`config.mk`:
```
export PLATFORM = sky130hd
export DESIGN_NAME = ask_modulator_p
export DESIGN_NICKNAME = d
export VERILOG_FILES = /design/src/rtl/ask_mod_pkg.sv /design/src/rtl/ask_modulator_p_lfsr_gen.sv /design/src/rtl/ask_modulator_p.sv
export SDC_FILE = /design/constraint.sdc
export NUM_CORES = 1
export LEC_CHECK = 0
export CORE_AREA = 2 2 77 79
export DETAILED_ROUTE_END_ITERATION = 10
export DIE_AREA = 0 0 79 81
export GPL_ROUTABILITY_DRIVEN = 1
export HOLD_SLACK_MARGIN = 0.05
export PLACE_DENSITY = 0.93
export RECOVER_POWER = 50
export SLEW_MARGIN = 20
export SYNTH_ARGS = -nofsm -noshare
export SYNTH_HDL_FRONTEND = slang
export SYNTH_SLANG_ARGS = --single-unit
```
`constraint.sdc`:
```
create_clock -name clk -period 3.09 [get_ports clk]
set_input_delay 0.927 -clock clk [delete_from_list [all_inputs] [get_ports clk]]
set_output_delay 0.927 -clock clk [all_outputs]
set_load 0.01 [all_outputs]
```
`src/rtl/ask_mod_pkg.sv`:
```
// Shared types and helpers for the ASK modulator: serializer states, scramble index math,
// and the default LFSR polynomial and seed.
package ask_mod_pkg;

    typedef enum logic {
        IDLE  = 1'b0,
        SHIFT = 1'b1
    } ser_state_e;

    localparam logic [15:0] DEF_TAPS = 16'hB400;
    localparam logic [15:0] DEF_SEED = 16'h0001;

    // Source bit index feeding scrambled output bit i.
    function automatic int perm_idx(input int i, input int stride, input int word_w);
        return (i * stride) % word_w;
    endfunction

    function automatic int gcd(input int a, input int b);
        int x;
        int y;
        int t;
        x = a;
        y = b;
        while (y != 0) begin
            t = x % y;
            x = y;
            y = t;
        end
        return x;
    endfunction

endpackage

```
`src/rtl/ask_modulator_p_lfsr_gen.sv`:
```
// Galois LFSR bit source; steps only when adv=1, load takes priority and a zero seed becomes 1.
// outbit is the current LFSR[0], i.e. the bit consumed by the step that adv enables.
import ask_mod_pkg::*;

module lfsr_gen #(
    parameter int                 LFSR_W = 16,
    parameter logic [LFSR_W-1:0]  TAPS   = DEF_TAPS,
    parameter logic [LFSR_W-1:0]  SEED   = DEF_SEED
) (
    input  logic              clk,
    input  logic              rst,
    input  logic              load,
    input  logic [LFSR_W-1:0] seed_in,
    input  logic              adv,
    output logic              outbit
);

    localparam logic [LFSR_W-1:0] ONE = {{(LFSR_W-1){1'b0}}, 1'b1};

    logic [LFSR_W-1:0] lfsr_q;
    logic [LFSR_W-1:0] lfsr_d;

    always_comb begin
        lfsr_d = lfsr_q;
        if (load) begin
            lfsr_d = (seed_in == '0) ? ONE : seed_in;
        end else if (adv) begin
            lfsr_d = (lfsr_q >> 1) ^ (lfsr_q[0] ? TAPS : '0);
        end
    end

    always_ff @(posedge clk) begin
        if (rst) begin
            lfsr_q <= SEED;
        end else begin
            lfsr_q <= lfsr_d;
        end
    end

    assign outbit = lfsr_q[0];

endmodule

```
`src/rtl/ask_modulator_p.sv`:
```
// ASK transmit modulator: LFSR bits packed into words, optionally stride-scrambled, sent MSB-first.
// Each serial bit is held BIT_CYC clocks; generation stalls while the one-word holding buffer is full.
import ask_mod_pkg::*;

module ask_modulator_p #(
    parameter int                 WORD_W  = 12,
    parameter int                 LFSR_W  = 16,
    parameter logic [LFSR_W-1:0]  TAPS    = DEF_TAPS,
    parameter logic [LFSR_W-1:0]  SEED    = DEF_SEED,
    parameter int                 STRIDE  = 5,
    parameter int                 BIT_CYC = 1
) (
    input  logic              clk,
    input  logic              rst,
    input  logic              load,
    input  logic [LFSR_W-1:0] seed_in,
    input  logic              enable,
    input  logic              scramble_en,
    output logic              ser_out,
    output logic              new_word,
    output logic [WORD_W-1:0] word_out,
    output logic              busy
);

    localparam int CNT_W = $clog2(WORD_W);
    localparam int BC_W  = (BIT_CYC > 1) ? $clog2(BIT_CYC) : 1;

    if (WORD_W < 2 || WORD_W > 32) begin : g_bad_width
        $error("WORD_W must be in 2..32");
    end
    if (gcd(STRIDE, WORD_W) != 1) begin : g_bad_stride
        $error("STRIDE must be coprime with WORD_W");
    end
    if (BIT_CYC < 1) begin : g_bad_bitcyc
        $error("BIT_CYC must be at least 1");
    end

    logic [WORD_W-1:0] asm_q, asm_d, asm_shift;
    logic [CNT_W-1:0]  asm_cnt_q, asm_cnt_d;
    logic [WORD_W-1:0] buf_q, buf_d;
    logic              buf_full_q, buf_full_d;
    ser_state_e        state_q, state_d;
    logic [WORD_W-1:0] sreg_q, sreg_d;
    logic [WORD_W-1:0] word_q, word_d;
    logic              new_word_q, new_word_d;
    logic [CNT_W-1:0]  bit_cnt_q, bit_cnt_d;
    logic [BC_W-1:0]   cyc_cnt_q, cyc_cnt_d;

    logic              stall;
    logic              adv;
    logic              outbit;
    logic              pop;
    logic [WORD_W-1:0] scr_w;
    logic [WORD_W-1:0] word_s;

    assign stall = buf_full_q && (asm_cnt_q == CNT_W'(WORD_W - 1));
    assign adv   = enable && !stall && !load;

    lfsr_gen #(
        .LFSR_W (LFSR_W),
        .TAPS   (TAPS),
        .SEED   (SEED)
    ) u_lfsr (
        .clk     (clk),
        .rst     (rst),
        .load    (load),
        .seed_in (seed_in),
        .adv     (adv),
        .outbit  (outbit)
    );

    for (genvar gi = 0; gi < WORD_W; gi++) begin : g_perm
        assign scr_w[gi] = buf_q[perm_idx(gi, STRIDE, WORD_W)];
    end

    assign word_s    = scramble_en ? scr_w : buf_q;
    assign asm_shift = {asm_q[WORD_W-2:0], outbit};

    // Serializer: a word is pulled from the buffer whenever one is ready and enable is high.
    always_comb begin
        state_d    = state_q;
        sreg_d     = sreg_q;
        word_d     = word_q;
        bit_cnt_d  = bit_cnt_q;
        cyc_cnt_d  = cyc_cnt_q;
        new_word_d = 1'b0;
        pop        = 1'b0;
        case (state_q)
            IDLE: begin
                if (buf_full_q && enable) begin
                    pop     = 1'b1;
                    state_d = SHIFT;
                end
            end
            SHIFT: begin
                if (cyc_cnt_q == BC_W'(BIT_CYC - 1)) begin
                    cyc_cnt_d = '0;
                    if (bit_cnt_q == CNT_W'(WORD_W - 1)) begin
                        if (buf_full_q && enable) begin
                            pop = 1'b1;
                        end else begin
                            state_d = IDLE;
                        end
                    end else begin
                        sreg_d    = sreg_q << 1;
                        bit_cnt_d = bit_cnt_q + 1'b1;
                    end
                end else begin
                    cyc_cnt_d = cyc_cnt_q + 1'b1;
                end
            end
            default: state_d = IDLE;
        endcase
        if (pop) begin
            sreg_d     = word_s;
            word_d     = word_s;
            bit_cnt_d  = '0;
            cyc_cnt_d  = '0;
            new_word_d = 1'b1;
        end
    end

    // A reseed discards the partial word so the next word starts cleanly at the new seed.
    always_comb begin
        asm_d      = asm_q;
        asm_cnt_d  = asm_cnt_q;
        buf_d      = buf_q;
        buf_full_d = buf_full_q && !pop;
        if (load) begin
            asm_cnt_d = '0;
        end else if (adv) begin
            asm_d = asm_shift;
            if (asm_cnt_q == CNT_W'(WORD_W - 1)) begin
                buf_d      = asm_shift;
                buf_full_d = 1'b1;
                asm_cnt_d  = '0;
            end else begin
                asm_cnt_d = asm_cnt_q + 1'b1;
            end
        end
    end

    always_ff @(posedge clk) begin
        if (rst) begin
            asm_q      <= '0;
            asm_cnt_q  <= '0;
            buf_q      <= '0;
            buf_full_q <= 1'b0;
            state_q    <= IDLE;
            sreg_q     <= '0;
            word_q     <= '0;
            new_word_q <= 1'b0;
            bit_cnt_q  <= '0;
            cyc_cnt_q  <= '0;
        end else begin
            asm_q      <= asm_d;
            asm_cnt_q  <= asm_cnt_d;
            buf_q      <= buf_d;
            buf_full_q <= buf_full_d;
            state_q    <= state_d;
            sreg_q     <= sreg_d;
            word_q     <= word_d;
            new_word_q <= new_word_d;
            bit_cnt_q  <= bit_cnt_d;
            cyc_cnt_q  <= cyc_cnt_d;
        end
    end

    assign busy     = (state_q == SHIFT);
    assign ser_out  = (state_q == SHIFT) && sreg_q[WORD_W-1];
    assign new_word = new_word_q;
    assign word_out = word_q;

endmodule
```
# Yosys cells after proc, flatten, opt, wreduce, memory -nomap -nowiden
# Cells that the tools add are included.
# word_totals
in_bits	21
latch_bits	0
regBits	75
ramBits	0
out_inout_bits	15
mem_bits_ro	0
memories	0
wordCells	63
# classes
n_reduce_logical	18
bitwise_logic	5
magnitude_cmp	0
n_addsub	3
multipliers	0
n_mux	22
n_shift	0
div	0
n_eq_ne	4
# op_table
cell	count
$mux W16	4
$mux W12	5
$logic_not A16 Y1	1
$xor A15 B16 Y16	1
$mux W1	10
$reduce_and A3 Y1	3
$add A4 B1 Y4 const B	2
$eq A4 B4 Y1 const B	2
$logic_and A1 B1 Y1	6
$mux W4	1
$not A1 Y1	4
$pmux W1 S2	2
$reduce_bool A2 Y1	2
$reduce_or A2 Y1	2
$logic_not A1 Y1	3
$ne A2 B1 Y1 const B	1
$ne A2 B2 Y1 const B	1
$reduce_and A2 Y1	1
$add A1 B1 Y1 const B	1

# Logic depth before layout (Yosys ltp)
# depth
ltp_word	10
mapped_depth	7
ltp_nobuf	5

# By module
# From an unflattened synthesis, not the netlist that was laid out.
# unflattened
cells_unflattened	381
area_unflattened_um2	3413.3
# by_module_without_submodules
module	seq_area_each_um2	area_per_inst_um2	cells_each	n_inst
ask_modulator_p	1161.1	2618.8	299	1
lfsr_gen	320.3	794.5	82	1

# Least setup slack after synthesis
# Ideal clock, no wire load.
# synth_path
path_type	input to register
startpoint	input load
endpoint	register buf_q[10]
slack_ps	1083
required_time_ps	2962
arrival_ps	1879
n_path_buf	2
path_stages	6
setup_ps	128
path_cell_list	buf_6 > nor4b_4 > nand3_2 > buf_6 > mux2i_1 > nor2_1
# synth_via
elab_chain_cells	3
elab_cells_between_ends	4
cone_classes	1 x bitwise; 3 x reduce/logical
# synth_lines
item	line_no	rtl
from (decl)	ask_modulator_p.sv:15	input logic load,
$logic_not A1 Y1	ask_modulator_p.sv:57	assign adv = enable && !stall && !load;
$logic_and A1 B1 Y1	ask_modulator_p.sv:57	
$reduce_and A3 Y1 (no line) (*)	-	
to (signal assigned)	ask_modulator_p.sv:158	buf_q <= buf_d;
to (decl)	ask_modulator_p.sv:40	logic [WORD_W-1:0] buf_q, buf_d;
# Every way passes the cells marked *; elsewhere a longest branch is shown, timed or not.
# A chain may end at the register's enable or synchronous reset.

# Worst setup path after layout
# layout_path
startpoint	input enable
endpoint	register asm_q[7]
# layout_via
elab_chain_cells	3
# layout_lines
item	line_no	rtl
from (decl)	ask_modulator_p.sv:17	input logic enable,
$logic_and A1 B1 Y1 (2 in a row)	ask_modulator_p.sv:57	
$reduce_and A2 Y1 (no line)	-	
to (signal assigned)	ask_modulator_p.sv:156	asm_q <= asm_d;
to (decl)	ask_modulator_p.sv:38	logic [WORD_W-1:0] asm_q, asm_d, asm_shift;
# No other way between the ends.

==> results_dict.tcl <==
set metrics [dict create \
    clock-sinks 74 \
    min_to "sreg_q[6]" \
    clock_latency_ns 0.35 \
    dp_slack_ns 0.420 \
    ys_seq_area_share_pct 45.6 \
    dp.cells 432 \
    synth_area_per_cell_um2 9.45 \
    antenna_left 0 \
    syn_inst 344 \
    synth_edf_count 0 \
    syn_nets 367 \
    power.total_uw 1790 \
    drt-wirelength-per-cell_um 15.0 \
    p_sw_uw 441 \
    p_int_uw 1350 \
    path_cells "dlygate4sd3_1, nand3b_1, clkbuf_1, mux2i_1, nor2_1" \
    ff2ff_setup_slack_ns 1.05 \
    numCtsBuffers 9 \
    drive_gt1_share_pct 10.5 \
    hpwlAfterDp_mm 4.64 \
    critPathKind "in -> reg" \
    hp-class "reg -> reg" \
    coreArea_um2 5680 \
    final_common_cell "dfxtp_1" \
    holdBufCountCts 0 \
    async_flop_share_pct 0 \
    crit_fanout 13 \
    first_global_vias 2489 \
    grt_pass1_wl_mm 11.3 \
    htree_num_levels 3 \
    reg2reg_depth 6 \
    start_util_pct 57.3 \
    antenna_cells 0 \
    power_frac_clock_pct 37.3 \
    worst_slew_pin_slew_ns 0.825 \
    synthDistinctLibCells 42 \
    worstReg2RegEnd "asm_q[7]" \
    critPathTopFamily "buffers and inverters" \
    synth_area_um2 3250 \
    fillCellCount 420 \
    vias_per_cell 5.79 \
    ctsResizeCount 0 \
    critPathBufInv 2 \
    die_w_um 79 \
    fmax_mhz 397 \
    ir_drop_uv 217 \
    place_area_um2 3570 \
    skew_ns 0.00594 \
    route.vias.total 2596 \
    drt_pre_antenna_iters 7 \
    swShare_pct 24.6 \
    grt_max_degree 39 \
    die_area_um2 6400 \
    grt.total_usage_pct 22.3 \
    stdcell_count 448 \
    ys_warn_count 0 \
    slew_headroom_pct 45.0 \
    rsz0062_at_grt "false" \
    drcViolationCount 0 \
    hold_viol_final 0 \
    arrival_ns 2.76 \
    clk_pin_slew_ns 0.08 \
    syn_to_final_growth_pct 15.1 \
    drtIter0Drc 191 \
    end_kind "register" \
    period_needed_ns 2.52 \
    cp.required_ns 3.33 \
    cts_root_buf "clkbuf_8" \
    place_congestion 0.763 \
    layout.nets 391 \
    comb_power_share_pct 7.7 \
    timing.final.ws_setup_ns 0.572 \
    synth_seq_cells 74 \
    setup_tns_ns 0 \
    p_per_area_nw_per_um2 479 \
    io_buffers 35 \
    finalCritPeriodShare_pct 81.5 \
    outcome "finished, final reports clean" \
    rows 28 \
    start_kind "input pin" \
    cts_post_setup_buffers_inserted 0 \
    setup_viol 0 \
    synthFlopType "dfxtp_1" \
    p_leak_uw 0.00152 \
    cp_slowest_cell "dlygate4sd3_1" \
    hold_depth 2 \
    r2r_start "asm_cnt_q[0]" \
    antenna_found_initial 0 \
    pwr-share-seq_pct 55.0 \
    slew_viol_final 0 \
    hold_start "sreg_q[6]" \
    die_y_um 81 \
    slowest_delay_ns 0.72 \
    fin_area_um2 3740 \
    drv_cap 0 \
    routed_wl_mm 6.72 \
    io_pins 36 \
    clk_path_buf_depth 2 \
    grt_overflow_total 0 \
    tritoncts "done" \
    layout_common_cells "74 x dfxtp_1, 50 x nor2_1, 36 x mux2i_1, 26 x nor3_1, 19 x clkdlybuf4s50_1" \
]
[sequential cells by signal, indices dropped and copies added, names as in the netlist]
register / cells
asm_cnt_q: 4
buf_full_q: 1
buf_q: 12
bit_cnt_q: 4
sreg_q: 12
word_out: 12
u_lfsr.lfsr_q: 16
new_word: 1
busy: 1
asm_q: 11
[power groups by stage]
stage	Combinational (uW)	Clock [uW]	Sequential, uW
2_1_floorplan	103	0	1000
3_3_place_gp	132	0	1010
3_5_place_dp	137	0	1010
4_1_cts	138	674	985
5_1_grt	150	712	988
6_report	138	669	986
[cell families (layout without fill, tap and decap cells)]
family	after synthesis	count (layout)	share of synthesized area, %
xor+xnor	6	6	1.62
flops	74	74	45.6
mux	36	36	11.1
fa+ha+maj	2	2	0.770
buf+inv	38	67	6.47
compound gates	59	59	14.5
simple gates	129	129	20.0
[Yosys cell counts, drive strengths merged, types with 4 or more instances]
library cell | count | share of area, %
nand3 | 6 | 1.1
inv | 10 | 1.2
o22ai | 8 | 1.5
a21oi | 18 | 2.9
a2111oi | 12 | 5.5
clkbuf | 13 | 1.7
nand2 | 17 | 2.0
a211oi | 8 | 1.8
mux2i | 36 | 11
o21ai | 4 | 0.62
buf | 15 | 3.6
dfxtp | 74 | 46
nor2 | 50 | 5.8
nand2b | 10 | 1.9
xnor2 | 5 | 1.3
a31oi | 4 | 0.77
nor3 | 26 | 4.0
[per-stage QoR]
| step | hold WS, ns | util [%] |
|---|---|---|
| after floorplan | 0.449 | - |
| after global placement | 0.465 | 62.9 |
| after detailed placement | 0.474 | 62.9 |
| after CTS | 0.490 | 66.1 |
| after global routing | 0.511 | 65.9 |
| final | 0.488 | 65.9 |
[worst max path at each step]
stage                     cells after the start   start  slack (ns)           end
after floorplan                               6    load        1.08     buf_q[10]
after global placement                        3  enable        0.52  asm_cnt_q[3]
after detailed placement                      4  enable        0.42      buf_q[8]
after CTS                                     2    busy        0.63       ser_out
after global routing                          5  enable        0.48      asm_q[7]
final                                         5  enable        0.57      asm_q[7]
[area by class of cell]
| cell class | count | area, um2 | area share [%] |
|---|---|---|---|
| Inverter | 10 | 37.5 | 1.00 |
| Sequential cell | 74 | 1480 | 39.6 |
| Clock inverter | 5 | 40.0 | 1.07 |
| Multi-Input combinational cell | 232 | 1550 | 41.5 |
| Tap cell | 75 | 93.8 | 2.51 |
| Clock buffer | 11 | 141 | 3.78 |
| Timing Repair Buffer | 41 | 394 | 10.5 |
[tightest hold or removal path, cell delays in order (launching register included)]
cell and delay [ns]:
dfxtp_1 0.31, nand2_1 0.05, a311oi_1 0.08
[layer usage]
metal	GRT usage, %	part of all wire (%)
met1	27.3	44
met2	37.5	51
met3	5.78	3.0
met4	9.66	2.1
met5	0	0
(Power assumes the default switching activity.)
